--- src/rtl/alu_cmd_issuer.sv ---
// alu_cmd_issuer: takes tagged ALU commands and holds each one in a one-entry issue stage that
// drives an external combinational ALU. The ALU result, or an error for an unsupported opcode, is
// captured together with the command tag into a response FIFO. Responses leave in the order the
// commands were accepted.
//
// Parameters:
//   DEPTH  response FIFO entries (power of two, 2..16)
//   TAG_W  command tag width
//
// Ports:
//   clk, rst_n                      clock, synchronous active-low reset
//   cmd_valid/cmd_ready             command handshake
//   cmd_a, cmd_b, cmd_op, cmd_tag   command payload (op 000 = ADD, 011 = LT)
//   alu_a, alu_b, alu_opcode        operands and opcode to the ALU, zero while the stage is empty
//   alu_result                      combinational ALU result
//   rsp_valid/rsp_ready             response handshake
//   rsp_data, rsp_tag, rsp_err      FIFO head; rsp_err flags an unsupported opcode
//   issued_cnt                      count of accepted commands, wraps at 16 bits
//
// Build option: define ALU_CMD_LT_EN to support LT (3'b011). Without it LT returns an error.

module alu_cmd_issuer #(
    parameter int unsigned DEPTH = 4,
    parameter int unsigned TAG_W = 4
) (
    input  logic             clk,
    input  logic             rst_n,
    input  logic             cmd_valid,
    output logic             cmd_ready,
    input  logic [31:0]      cmd_a,
    input  logic [31:0]      cmd_b,
    input  logic [2:0]       cmd_op,
    input  logic [TAG_W-1:0] cmd_tag,
    output logic [31:0]      alu_a,
    output logic [31:0]      alu_b,
    output logic [2:0]       alu_opcode,
    input  logic [31:0]      alu_result,
    output logic             rsp_valid,
    input  logic             rsp_ready,
    output logic [31:0]      rsp_data,
    output logic [TAG_W-1:0] rsp_tag,
    output logic             rsp_err,
    output logic [15:0]      issued_cnt
);

    localparam int unsigned PtrW = (DEPTH > 1) ? $clog2(DEPTH) : 1;
    localparam int unsigned CntW = PtrW + 1;
    localparam logic [CntW-1:0] FullCnt = CntW'(DEPTH);
    localparam logic [2:0] OpAdd = 3'b000;
`ifdef ALU_CMD_LT_EN
    localparam logic [2:0] OpLt = 3'b011;
`endif

    // Issue stage
    logic             stage_valid_q;
    logic [31:0]      stage_a_q;
    logic [31:0]      stage_b_q;
    logic [2:0]       stage_op_q;
    logic [TAG_W-1:0] stage_tag_q;

    // Response FIFO
    logic [31:0]      fifo_data_q [DEPTH];
    logic [TAG_W-1:0] fifo_tag_q  [DEPTH];
    logic             fifo_err_q  [DEPTH];
    logic [PtrW-1:0]  wr_ptr_q;
    logic [PtrW-1:0]  rd_ptr_q;
    logic [CntW-1:0]  fifo_count_q;

    logic [15:0]      issued_cnt_q;

    logic             push;
    logic             pop;
    logic             accept;
    logic             op_supported;
    logic [31:0]      push_data;

    always_comb begin
        op_supported = (stage_op_q == OpAdd);
`ifdef ALU_CMD_LT_EN
        if (stage_op_q == OpLt) begin
            op_supported = 1'b1;
        end
`endif
    end

    assign rsp_valid = (fifo_count_q != '0);
    assign pop       = rsp_valid && rsp_ready;
    // A pop frees a slot in the same cycle, so a full FIFO still takes the staged command.
    assign push      = stage_valid_q && ((fifo_count_q < FullCnt) || pop);
    assign cmd_ready = !stage_valid_q || push;
    assign accept    = cmd_valid && cmd_ready;
    assign push_data = op_supported ? alu_result : 32'h0;

    assign alu_a      = stage_valid_q ? stage_a_q  : 32'h0;
    assign alu_b      = stage_valid_q ? stage_b_q  : 32'h0;
    assign alu_opcode = stage_valid_q ? stage_op_q : 3'b000;

    // FIFO storage is not reset; the head is masked to zero whenever the FIFO is empty.
    assign rsp_data = rsp_valid ? fifo_data_q[rd_ptr_q] : 32'h0;
    assign rsp_tag  = rsp_valid ? fifo_tag_q[rd_ptr_q]  : '0;
    assign rsp_err  = rsp_valid ? fifo_err_q[rd_ptr_q]  : 1'b0;

    assign issued_cnt = issued_cnt_q;

    always_ff @(posedge clk) begin
        if (!rst_n) begin
            stage_valid_q <= 1'b0;
            stage_a_q     <= 32'h0;
            stage_b_q     <= 32'h0;
            stage_op_q    <= 3'b000;
            stage_tag_q   <= '0;
            wr_ptr_q      <= '0;
            rd_ptr_q      <= '0;
            fifo_count_q  <= '0;
            issued_cnt_q  <= 16'h0;
        end else begin
            if (accept) begin
                stage_valid_q <= 1'b1;
                stage_a_q     <= cmd_a;
                stage_b_q     <= cmd_b;
                stage_op_q    <= cmd_op;
                stage_tag_q   <= cmd_tag;
                issued_cnt_q  <= issued_cnt_q + 16'd1;
            end else if (push) begin
                stage_valid_q <= 1'b0;
            end

            if (push) begin
                wr_ptr_q <= wr_ptr_q + PtrW'(1);
            end
            if (pop) begin
                rd_ptr_q <= rd_ptr_q + PtrW'(1);
            end

            unique case ({push, pop})
                2'b10:   fifo_count_q <= fifo_count_q + CntW'(1);
                2'b01:   fifo_count_q <= fifo_count_q - CntW'(1);
                default: fifo_count_q <= fifo_count_q;
            endcase
        end
    end

    always_ff @(posedge clk) begin
        if (push) begin
            fifo_data_q[wr_ptr_q] <= push_data;
            fifo_tag_q[wr_ptr_q]  <= stage_tag_q;
            fifo_err_q[wr_ptr_q]  <= !op_supported;
        end
    end

endmodule

--- config.mk ---
export PLATFORM = sky130hd
export DESIGN_NAME = alu_cmd_issuer
export DESIGN_NICKNAME = d
export VERILOG_FILES = /design/src/rtl/alu_cmd_issuer.sv
export SDC_FILE = /design/constraint.sdc
export NUM_CORES = 1
export LEC_CHECK = 0
export ABC_AREA = 0
export BUFFER_PORTS_ARGS = -buffer_cell sky130_fd_sc_hd__buf_2
export CORE_ASPECT_RATIO = 2
export CORE_MARGIN = 2
export CORE_UTILIZATION = 58
export DETAILED_ROUTE_END_ITERATION = 6
export GPL_ROUTABILITY_DRIVEN = 0
export PLACE_DENSITY_LB_ADDON = 0.12
export RECOVER_POWER = 25
export SLEW_MARGIN = 0
export SYNTH_ARGS = -nofsm -noshare
export SYNTH_HDL_FRONTEND = slang
export SYNTH_SLANG_ARGS = --single-unit
--- constraint.sdc ---
create_clock -name clk -period 3.5 [get_ports clk]
set_clock_uncertainty 0.15 [all_clocks]
set_input_delay 0.35 -clock clk [delete_from_list [all_inputs] [get_ports clk]]
set_output_delay 0.35 -clock clk [all_outputs]
set_load 0.02 [all_outputs]
==> parameters.txt <==
Parameter                              Value

Outcome
  Run status ... finished with violations
  Violations in the final reports ... capacitance limit, slew limit

Worst setup path
  Startpoint of the lowest-slack register-to-register path ... stage_valid_q
  CP Data Required Time ... 3.77 ns
  Worst reg-to-reg setup slack ... 0.86 ns
  Depth of the worst register-to-register path ... 5
  Peak fanout along the critical path ... 70
  Element type at the critical path end ... flip-flop
  Terminus of the critical flop-to-flop path ... stage_b_q[28]
  Classification of the worst setup path ... reg -> reg
  Startpoint kind of the worst setup timing path ... flip-flop
  Arrival time at the worst endpoint ... 2.91 ns

GRT
  Number of antenna violations at the first check in global routing ... 0
  Global Route Usage Sum ... 24.8%
  Vias in the first global route ... 7189
  Pin count of the biggest net entering global routing ... 76
  Wire length of the first global-routing pass ... 35.1 mm
  Overflow after GRT ... 0

STA
  Headroom to the max-slew limit ... -5.70%
  Final worst-path setup slack ... 0.860 ns
  Total Negative Setup Slacks ... 0 ns
  Unrepaired setup endpoints after global routing ... no
  Hold WS ... 0.100 ns
  Transition time at the pin with the least slew margin ... 1.59 ns
  Final-report setup violation count ... 0
  Final hold violation count ... 0
  Final-report max-slew violation count ... 34
  Final worst path period need ... 2.64 ns
  Maximum frequency from static timing analysis ... 0.379 GHz
  Share of the clock period used by the worst path after layout ... 75.4%

Clocking
  Buffer type at the clock tree root ... sky130_fd_sc_hd__clkbuf_16
  Insertion delay to the later sink of the worst-skew pair ... 0.49 ns
  Number of resized instances in the post-cts repair step ... 0
  Number of levels in the clock H-tree ... 1
  Clock tree from TritonCTS ... done
  Largest buffer count on any clock path ... 3
  Post-CTS setup buffer count ... 0
  TritonCTS sink count ... 245
  Clock-pin slew on the worst setup and hold paths ... 0.07 ns
  Clock buffers created by TritonCTS ... 20

Logic synthesis
  Synthesized area ... 9860 um2
  Synthesized area divided by synthesized cell count ... 12.4 um2
  Top flip-flop cell by instance count after synthesis ... sky130_fd_sc_hd__edfxtp_1
  Synthesis warning total ... 0
  Sequential element share of the synthesized area ... 64.8%
  Number of flops mapped to enable cells by yosys ... 148
  Ys async rst share ... 0%
  Cell variety after synth ... 31
  Synthesized netlist cell count ... 793
  Net count after synthesis ... 907
  Number of register bits inferred by synthesis ... 245

Final layout
  Number of inserted diodes ... 0
  Post-layout net count ... 1189
  Fillers ... 1038
  Share of the core filled with cells in the final layout ... 75.4%
  Share of layout cells above drive strength 1 ... 29.6%
  Area growth from synthesis to final layout ... 27.5%

Die
  Starting Density ... 59.1%
  Die span in y ... 188 um
  Rows ... 67
  Die ar. ... 18100 um2
  Chip width ... 96.2 um
  Number of ports placed on the die boundary ... 229
  Area of the core ... 16700 um2

Worst hold path
  Class of the tightest hold or removal check ... in -> reg
  Capture endpoint of the worst hold path ... fifo_data_q[1][15]
  Launch instance of the worst min-delay path ... alu_result[15]
  Instance count along the most critical hold path ... 2

Power
  Cell internal pwr ... 0.00535 W
  Maximum vdd drop ... 502 uV
  Leakage ... 5.03 nW
  Net switching fraction of the power ... 28.7%
  NetSw ... 0.00215 W
  Clk network pwr share ... 31.2%
  Pwr Density ... 597 nW/um2
  Sequential fraction of design power ... 43.9%
  Fraction of power consumed by combinational cells ... 24.9%

Detailed routing
  Routed WL per cell ... 17.2 um
  Iteration count of the initial detailed-routing pass ... 4
  Initial DRC Count ... 287
  Via count ... 7007
  Number of vias per cell after detailed routing ... 5.41
  Number of design rule violations left after detail routing ... 0
  Number of nets still failing antenna checks after routing ... 0
  Final Routed Wirelength ... 22.2 mm

Place
  Post-DP HPWL ... 13.3 mm
  Count of input and output buffers ... 228
  Worst-case setup slack after placement ... 1.12 ns

Flow run
  Max-Cap Viols ... 1
cells by family (layout without fill, tap and decap cells):
| family | count (synthesis) | after routing | share of synthesized area, % |
|---|---|---|---|
| flip-flops | 245 | 245 | 64.8 |
| buffers and inverters | 60 | 356 | 2.54 |
| adder cells (fa/ha/maj) | 7 | 7 | 0.964 |
| multiplexers | 37 | 37 | 8.45 |
| XOR/XNOR | 11 | 11 | 0.977 |
| AND/OR/NAND/NOR | 338 | 338 | 17.4 |
| AO/OA/AOI/OAI | 95 | 95 | 4.92 |
how the worst max path moves through the flow:
stage	start	to	slack (ns)	cells past startpoint
floorplan	stage_valid_q	fifo_data_q[0][0]	1.24	3
global placement	rsp_ready	fifo_count_q[2]	1.17	10
global route	stage_valid_q	stage_b_q[28]	0.57	5
CTS	flip-flop	rsp_data[23]	0.84	4
finish	stage_valid_q	stage_b_q[28]	0.86	5
detailed placement	rsp_ready	fifo_count_q[2]	1.12	10
sequential cells by signal, summed over array words and instances, names as in the netlist, named ones only:
name and count:
wr_ptr_q 2, stage_op_q 3, fifo_data_q 128, stage_a_q 32, stage_b_q 32, fifo_tag_q 16
fifo_count_q 3, stage_valid_q 1, rd_ptr_q 2, stage_tag_q 4, fifo_err_q 4, issued_cnt 16
power groups by stage:
stage / registers (W) / clock network (W) / logic, W
floorplan: 0.00333 / 0 / 0.00129
global placement: 0.00335 / 0 / 0.00181
detailed placement: 0.00336 / 0 / 0.00183
CTS: 0.00329 / 0.00238 / 0.00190
global route: 0.00331 / 0.00249 / 0.00205
finish: 0.00330 / 0.00234 / 0.00187
cell usage in the layout (no fill, tap or decap), types with 8 or more instances in the layout:
cell / instances
sky130_fd_sc_hd__dfxtp_1: 95
sky130_fd_sc_hd__mux4_2: 37
sky130_fd_sc_hd__a21oi_1: 85
sky130_fd_sc_hd__inv_1: 10
sky130_fd_sc_hd__nand2_1: 150
sky130_fd_sc_hd__edfxtp_1: 148
sky130_fd_sc_hd__and2_1: 110
sky130_fd_sc_hd__xor2_1: 8
sky130_fd_sc_hd__buf_2: 228
sky130_fd_sc_hd__clkbuf_16: 21
sky130_fd_sc_hd__nor2_1: 13
sky130_fd_sc_hd__dlygate4sd3_1: 72
sky130_fd_sc_hd__and2_0: 30
per-layer routing:
layer,wire (um),up-vias,track usage [%],part of all wire [%]
met1,7950,3394,27.2,36
met5,0,-,0,0
met2,12400,238,46.3,56
met4,653,0,8.24,2.9
li1,-,3320,-,-
met3,1230,55,4.72,5.5
synthesized netlist by cell type, types with 2 or more instances:
cell	count	area share (%)
sky130_fd_sc_hd__edfxtp_1	148	45
sky130_fd_sc_hd__nor2_1	13	0.49
sky130_fd_sc_hd__and2_1	141	8.9
sky130_fd_sc_hd__nand4_1	4	0.25
sky130_fd_sc_hd__or3_1	5	0.32
sky130_fd_sc_hd__mux4_2	37	8.4
sky130_fd_sc_hd__inv_1	10	0.38
sky130_fd_sc_hd__ha_1	6	0.76
sky130_fd_sc_hd__o21ai_0	6	0.30
sky130_fd_sc_hd__nand3_1	6	0.30
sky130_fd_sc_hd__clkbuf_1	30	1.1
sky130_fd_sc_hd__nand2_1	151	5.7
sky130_fd_sc_hd__xor2_1	8	0.71
sky130_fd_sc_hd__dfxtp_1	97	20
sky130_fd_sc_hd__or4_1	4	0.30
sky130_fd_sc_hd__or3_2	2	0.15
sky130_fd_sc_hd__o31ai_1	4	0.30
sky130_fd_sc_hd__a21oi_1	85	4.3
sky130_fd_sc_hd__and3_1	6	0.38
sky130_fd_sc_hd__xnor2_1	3	0.27
sky130_fd_sc_hd__buf_2	17	0.86
metrics by stage:
stage          cells  total power, W  area [um2]
6_report        1296         0.00751       12600
3_5_place_dp    1188         0.00519       11200
5_1_grt         1296         0.00785       12600
3_3_place_gp    1188         0.00516       11200
2_1_floorplan    793         0.00461        9860
4_1_cts         1296         0.00758       12600
area by class of cell:
cell class / instances / area [um2] / share of cell area [%]
inverter: 11 / 41.3 / 0.328
multi-input combinational: 488 / 3230 / 25.7
tap: 207 / 259 / 2.06
sequential: 245 / 6390 / 50.8
clock buffer: 22 / 529 / 4.21
clock inverter: 14 / 163 / 1.29
timing repair buffer: 309 / 1960 / 15.6
repair_timing:
action | in CTS | in global routing
endpoints found under the hold margin | 72 | 0
endpoints found under the setup margin | 0 | 0
hold buffers | 72 | 0
worst max-delay path, cell delays in order (launching register included):
cell and delay, ns:
sky130_fd_sc_hd__dfxtp_1 0.72, sky130_fd_sc_hd__nand3b_1 0.46, sky130_fd_sc_hd__nand2_2 0.21, sky130_fd_sc_hd__buf_4 0.59, sky130_fd_sc_hd__nand2_1 0.19, sky130_fd_sc_hd__a21oi_1 0.19
Power figures use the tool's default switching activity.
